<file path="config.mk">
export PLATFORM = sky130hd
export DESIGN_NAME = sprite_addr_gen
export DESIGN_NICKNAME = d
export VERILOG_FILES = /design/src/rtl/sprite_addr_gen.sv
export SDC_FILE = /design/constraint.sdc
export NUM_CORES = 1
export LEC_CHECK = 0
export CORE_MARGIN = 2
export CORE_UTILIZATION = 50
export CTS_CLUSTER_DIAMETER = 80
export CTS_CLUSTER_SIZE = 20
export DETAILED_ROUTE_END_ITERATION = 8
export PLACE_DENSITY = 0.8
export SKIP_CTS_REPAIR_TIMING = 1
export SYNTH_ARGS = -nofsm -noshare
export SYNTH_HDL_FRONTEND = slang
export SYNTH_SLANG_ARGS = --single-unit
</file>
<file path="constraint.sdc">
create_clock -name clk -period 2.45 [get_ports clk]
set_input_delay 0.49 -clock clk [delete_from_list [all_inputs] [get_ports clk]]
set_output_delay 0.49 -clock clk [all_outputs]
set_load 0.03 [all_outputs]
</file>
<file path="src/rtl/sprite_addr_gen.sv">
// Sprite walker: emits frame-buffer addresses and sprite ROM indices for an SPR_W x SPR_H sprite.
// Optional mirrored placement is enabled with the SPRITE_ADDR_FLIP_EN macro.
module sprite_addr_gen #(
  parameter int ADDR_W = 19,
  parameter int STRIDE = 640,
  parameter int SPR_W = 8,
  parameter int SPR_H = 8,
  localparam int PIX_W = ((SPR_W * SPR_H) > 1) ? $clog2(SPR_W * SPR_H) : 1
) (
  input  logic              clk,
  input  logic              rst_n,
  input  logic              start,
  input  logic [ADDR_W-1:0] base_addr,
`ifdef SPRITE_ADDR_FLIP_EN
  input  logic              flip_x,
  input  logic              flip_y,
`endif
  output logic [ADDR_W-1:0] addr,
  output logic [PIX_W-1:0]  pix_idx,
  output logic              addr_valid,
  input  logic              addr_ready,
  output logic              busy,
  output logic              done
);

  localparam int COL_W = (SPR_W > 1) ? $clog2(SPR_W) : 1;
  localparam int ROW_W = (SPR_H > 1) ? $clog2(SPR_H) : 1;
  localparam logic [COL_W-1:0]  COL_LAST = COL_W'(SPR_W - 1);
  localparam logic [ROW_W-1:0]  ROW_LAST = ROW_W'(SPR_H - 1);
  localparam logic [ADDR_W-1:0] STEP     = ADDR_W'(STRIDE);

  typedef enum logic [1:0] {
    IDLE = 2'd0,
    RUN  = 2'd1,
    DONE = 2'd2
  } state_t;

  state_t             state;
  state_t             state_nxt;
  logic [ADDR_W-1:0]  row_base;
  logic [COL_W-1:0]   col;
  logic [ROW_W-1:0]   row;
  logic [PIX_W-1:0]   pix;
  logic [ADDR_W-1:0]  col_term;
  logic               last_pix;
  logic               take;

  assign last_pix = (col == COL_LAST) && (row == ROW_LAST);
  assign take     = (state == RUN) && addr_ready;

`ifdef SPRITE_ADDR_FLIP_EN
  localparam logic [ADDR_W-1:0] ROW_SPAN = ADDR_W'((SPR_H - 1) * STRIDE);

  logic fx;
  logic fy;

  // Flip flags are captured alongside the base so a walk is mirrored consistently.
  always_ff @(posedge clk or negedge rst_n) begin
    if (!rst_n) begin
      fx <= 1'b0;
      fy <= 1'b0;
    end else if ((state == IDLE) && start) begin
      fx <= flip_x;
      fy <= flip_y;
    end
  end

  assign col_term = fx ? ADDR_W'(COL_LAST - col) : ADDR_W'(col);
`else
  assign col_term = ADDR_W'(col);
`endif

  always_ff @(posedge clk or negedge rst_n) begin
    if (!rst_n) begin
      state <= IDLE;
    end else begin
      state <= state_nxt;
    end
  end

  // row_base tracks base + row*STRIDE incrementally, so no multiplier is needed.
  always_ff @(posedge clk or negedge rst_n) begin
    if (!rst_n) begin
      row_base <= '0;
      col      <= '0;
      row      <= '0;
      pix      <= '0;
    end else if ((state == IDLE) && start) begin
`ifdef SPRITE_ADDR_FLIP_EN
      row_base <= flip_y ? (base_addr + ROW_SPAN) : base_addr;
`else
      row_base <= base_addr;
`endif
      col      <= '0;
      row      <= '0;
      pix      <= '0;
    end else if (take) begin
      pix <= pix + PIX_W'(1);
      if (col == COL_LAST) begin
        col <= '0;
        row <= row + ROW_W'(1);
`ifdef SPRITE_ADDR_FLIP_EN
        row_base <= fy ? (row_base - STEP) : (row_base + STEP);
`else
        row_base <= row_base + STEP;
`endif
      end else begin
        col <= col + COL_W'(1);
      end
    end
  end

  always_comb begin
    state_nxt  = state;
    addr_valid = 1'b0;
    busy       = 1'b0;
    done       = 1'b0;
    addr       = '0;
    pix_idx    = '0;
    case (state)
      IDLE: begin
        if (start) state_nxt = RUN;
      end
      RUN: begin
        addr_valid = 1'b1;
        busy       = 1'b1;
        addr       = row_base + col_term;
        pix_idx    = pix;
        if (addr_ready && last_pix) state_nxt = DONE;
      end
      DONE: begin
        done      = 1'b1;
        state_nxt = IDLE;
      end
      default: state_nxt = IDLE;
    endcase
  end

endmodule
</file>
; Yosys cells after proc, flatten, opt, wreduce, memory -nomap -nowiden
; Index checks and enable logic that the tools add are counted.
[totals]
ff_bits = 33
input_bits = 23
output_inout_bits = 28
wordCells = 43
[op_classes]
n_addsub = 5
eq_ne = 6
muxes = 18
n_reduce_logical = 9
[op_table]
columns = operator, count
row1 = $mux W19, 4
row2 = $add A19 B10 Y19 const B, 1
row3 = $add A19 B3 Y19, 1
row4 = $mux W3, 6
row5 = $mux W6, 3
row6 = $add A3 B1 Y3 const B, 2
row7 = $add A6 B1 Y6 const B, 1
row8 = $eq A3 B3 Y1 const B, 2
row9 = $logic_and A1 B1 Y1, 4
row10 = $mux W2, 2
row11 = $pmux W2 S2, 1
row12 = $reduce_and A2 Y1, 2
row13 = $reduce_bool A2 Y1, 2
row14 = $eq A2 B1 Y1 const B, 1
row15 = $eq A2 B2 Y1 const B, 1
row16 = $logic_not A2 Y1, 1
row17 = $mux W1, 2
row18 = $ne A2 B1 Y1 const B, 1
row19 = $ne A2 B2 Y1 const B, 1

; Logic depth before layout (Yosys ltp)
; Gate-level depths: netlist (run 1).
[depth]
depth_word = 5
depth_mapped = 7
ltp_nobuf = 6

; Worst setup path after synthesis (run 1)
; Ideal clock, no wire load.
[synth_path]
kind = flip-flop to output port
from = register col[0]
to = output port addr[14]
arrival_ns = 2.209
required_ns = 1.960
slack_ns = -0.249
stages_incl_launch_ff = 7
path_buffers = 0
cell_sequence = dfrtp_1 ha_1 fa_1 a21oi_1 or4_4 or3_1 a21oi_1
[synth_between]
elab_chain_len = 2
[synth_lines]
columns = item, line_no
row1 = "start, declared", 41  ; logic [COL_W-1:0] col;
row2 = "start signal, assigned", 108  ; col <= col + COL_W'(1);
row3 = $add A19 B3 Y19, 127  ; addr = row_base + col_term;
row4 = $mux W19, 120  ; case (state)
row5 = "end, declared", 18  ; output logic [ADDR_W-1:0] addr,
; No other way between the ends.

; Final worst setup path (run 1)
[layout_path]
from = register row_base[1]
to = output port addr[17]
[layout_between]
elab_chain_len = 2
[layout_lines]
columns = item, line_no
row1 = "start, declared", 40  ; logic [ADDR_W-1:0] row_base;
row2 = "start signal, assigned", 92  ; row_base <= base_addr;
row3 = "start signal, assigned", 105  ; row_base <= row_base + STEP;
row4 = $add A19 B3 Y19, 127
row5 = $mux W19, 120
; No other way between the ends.

==> results of run 1 <==
[cell usage in the layout (no fill, tap or decap), types with 5 or more instances in the layout]
cell type	Yosys	final
ha_1	9	7
nand4_1	8	8
xor2_1	6	6
clkbuf_8	0	5
buf_4	2	39
a21oi_1	19	12
nor2_1	28	28
dfrtp_1	33	33
xnor2_1	16	16
clkdlybuf4s50_1	0	23
a21oi_2	0	5
o21ai_0	14	12
buf_6	3	9
dlymetal6s2s_1	0	8
and2_1	8	8
nand2_1	52	52
[cells in the mapped netlist (2+ instances only)]
master     count  share of area [%]
xnor2_1       16                6.5
nand4_1        8                2.3
xor2_1         6                2.4
ha_1           9                5.2
nand3_1        3               0.70
o211ai_1       2               0.70
clkbuf_1       9                1.6
nand2_1       52                9.1
a21oi_1       19                4.4
nor4_1         3               0.87
and2_1         8                2.3
or3_1          4                1.2
dfrtp_1       33                 38
and3_1         3               0.87
buf_4          2               0.70
nor3_1         6                1.4
nand3b_1       2               0.70
a2111oi_0      2               0.81
inv_1          3               0.52
a31o_2         2               0.81
nor2_1        28                4.9
buf_6          3                1.6
o21ai_0       14                3.3
[per-stage QoR]
step           total power, mW  util (%)
4_1_cts                   2.53      71.1
6_report                  2.58      75.6
3_3_place_gp              2.11      69.3
3_5_place_dp              2.14      69.3
2_1_floorplan             1.64         -
5_1_grt                   2.75      75.6
[path summary, 6_finish.rpt]
path | start | to | slack (ns) | cells after the start
max in group asynchronous | rst_n | row_base[0] | 1.53 | 2
min in group asynchronous | rst_n | row_base[18] | 0.60 | 2
worst min register to register | row[0] | row[0] | 0.51 | 1
worst max register to register | col[1] | row_base[14] | 0.37 | 7
worst max-delay path | row_base[1] | addr[17] | -0.27 | 7
worst min-delay path | row[0] | row[0] | 0.51 | 1
[power groups by stage]
stage          registers [mW]  clock network (mW)  logic, mW
2_1_floorplan           0.806                   0      0.834
3_3_place_gp            0.827                   0       1.28
3_5_place_dp            0.833                   0       1.30
4_1_cts                 0.826               0.392       1.31
5_1_grt                 0.853               0.416       1.48
6_report                0.835               0.384       1.36
[routing by layer]
| layer | vias up | global-route usage [%] |
|---|---|---|
| li1 | 1035 | - |
| met5 | - | 0 |
| met4 | 0 | 9.37 |
| met1 | 995 | 28.4 |
| met3 | 11 | 5.09 |
| met2 | 76 | 41.8 |
[layout make-up]
| class | instances | share of cell area [%] |
|---|---|---|
| tap | 50 | 2.04 |
| clock inverter | 1 | 0.163 |
| inverter | 3 | 0.367 |
| multi-input combinational | 207 | 44.5 |
| clock buffer | 5 | 2.24 |
| sequential | 33 | 26.9 |
| timing repair buffer | 80 | 23.8 |
[state kept, by name (all words and copies together), names as in the netlist]
signal / cells
pix: 6
row: 3
row_base: 19
state: 2
col: 3
[kinds of logic after synthesis]
logic type               synth area share, %
AND/OR/NAND/NOR                         28.3
AO/OA/AOI/OAI                           13.7
flip-flops                              38.4
XOR/XNOR                                8.95
buffers and inverters                   4.59
adder cells (fa/ha/maj)                 6.16
==> impl_results.md, run 1 <==
* Routed via count at 2117
* # diodes at 0
* Layout Nets at 363
* Die Width at 69.6 µm
* RSZ-0062 raised after global routing: true
* Sequential share of power at 32.4%
* Synth Register Bits at 33
* Largest net degree at the start of global routing at 34
* Congestion Overflow GR at 0
* Register area at 826 µm²
* Row count at 23
* Library cells used by synthesis at 44
* Critical Path Max Stage Delay at 0.42 ns
* Maximum root-to-sink buffer count at 2
* Syn nets at 291
* Clock-pin slew on the worst setup and hold paths at 0.06 ns
* CP Max Fanout at 6
* Final WL at 5.86 mm
* Buf/Inv on CP at 2
* YS warnings at 0
* CP top delay family: simple AND/OR/NAND/NOR gates
* Critical Path RT at 1.96 ns
* Via density at 5.59
* WL/cell at 15.5 µm
* Element type at the critical path end: primary output
* Final instance area at 3070 µm²
* Io pins at 51
* DR pass1 iterations at 4
* Slew @ Worst Pin at 0.559 ns
* Cell Pwr Density at 842 nW/µm²
* Setup Total Neg Slack at -2.00 ns
* Logic pwr share at 52.8%
* Metal3 WL at 315 µm
* Final period util at 111%
* Worst setup SP type: flop
* Uppermost layer routed: met4
* Clk_skew at 0.0128 ns
* Max-cap violations at 0
* Routability cong. at 0.908
* Skew-Pair Late Insertion Delay at 0.30 ns
* DRT met1 WL at 2.33 mm
* Worst Hold Class: reg2reg
* Final Non-Filler Cells at 379
* First-pass GRT wire length at 9.29 mm
* Internal at 1.50 mW
* Dpl ws at -0.0757 ns
* Syn Inst Count at 258
* # fillers at 305
* Number of I/O port buffers at 50
* Final hold viol count at 0
* Number of flops mapped to enable cells by yosys at 0
* Post-synthesis sequential area ratio at 38.4%
* Inst Count DP at 368
* Crit-path cells: ha_1 -> nand3_1 -> buf_6 -> a211o_1 -> or3_1 -> a21oi_2 -> buf_6
* CTS tree: built
* Lkg Pwr at 1.39 nW
* Relative slew margins at 62.7%
* Status: complete, but fails checks
* DR DRC count at 0
* Syn Area/Cell at 8.34 µm²
* Setup slack after layout at -0.267 ns
* Hold_ws at 0.506 ns
* Endpoints failing setup at 11
* Most used cell, CP: buf_6
* Area after DPL at 2810 µm²
* Failing checks: negative setup slack
* Multi-input logic area at 1360 µm²
* Routed wl met2 at 3.11 mm
* Die ar. at 4840 µm²
* Clk sinks at 33
* Final min period at 2.72 ns
* Clock share of power at 14.9%
* Initial antenna violation count at 0
* Switching part of the total at 42.1%
* Switching power at 1.09 mW
* Peak Freq at 368 MHz
* Post-synth top flop: dfrtp_1
* Antenna viol nets, final at 0
* Clock Tree Root: clkbuf_8
* Core area at 4060 µm²
* All-layer global routing usage at 23.9%
* Critical-path top delay cell: dfrtp_1
* Ys async rst share at 100%
* VDD IR max at 0.540 mV
* Initial Util at 53.0%
* Initial DRC count at 164
* Vias in the first global route at 2089
* H-tree levels at 2
* Synthesized cell area at 2150 µm²
* Worst Path Arrival at 2.23 ns
* Layout cell share with drive strength beyond 1 at 24.9%
* Area Overhead vs Synth at 42.5%
* Total CTS buffers at 5
* DP HPWL at 4.04 mm
* CP Class: reg2out
* Die Ht at 69.6 µm
* Pins Over Slew Limit at 0
No activity file was read; power rests on OpenSTA's default activity.
==> run 2: changes to the inputs <==
SLEW_MARGIN = 20   (was not set)
==> results of run 2 <==
No change in the layout: final DEF, timing and power equal those of run 1.
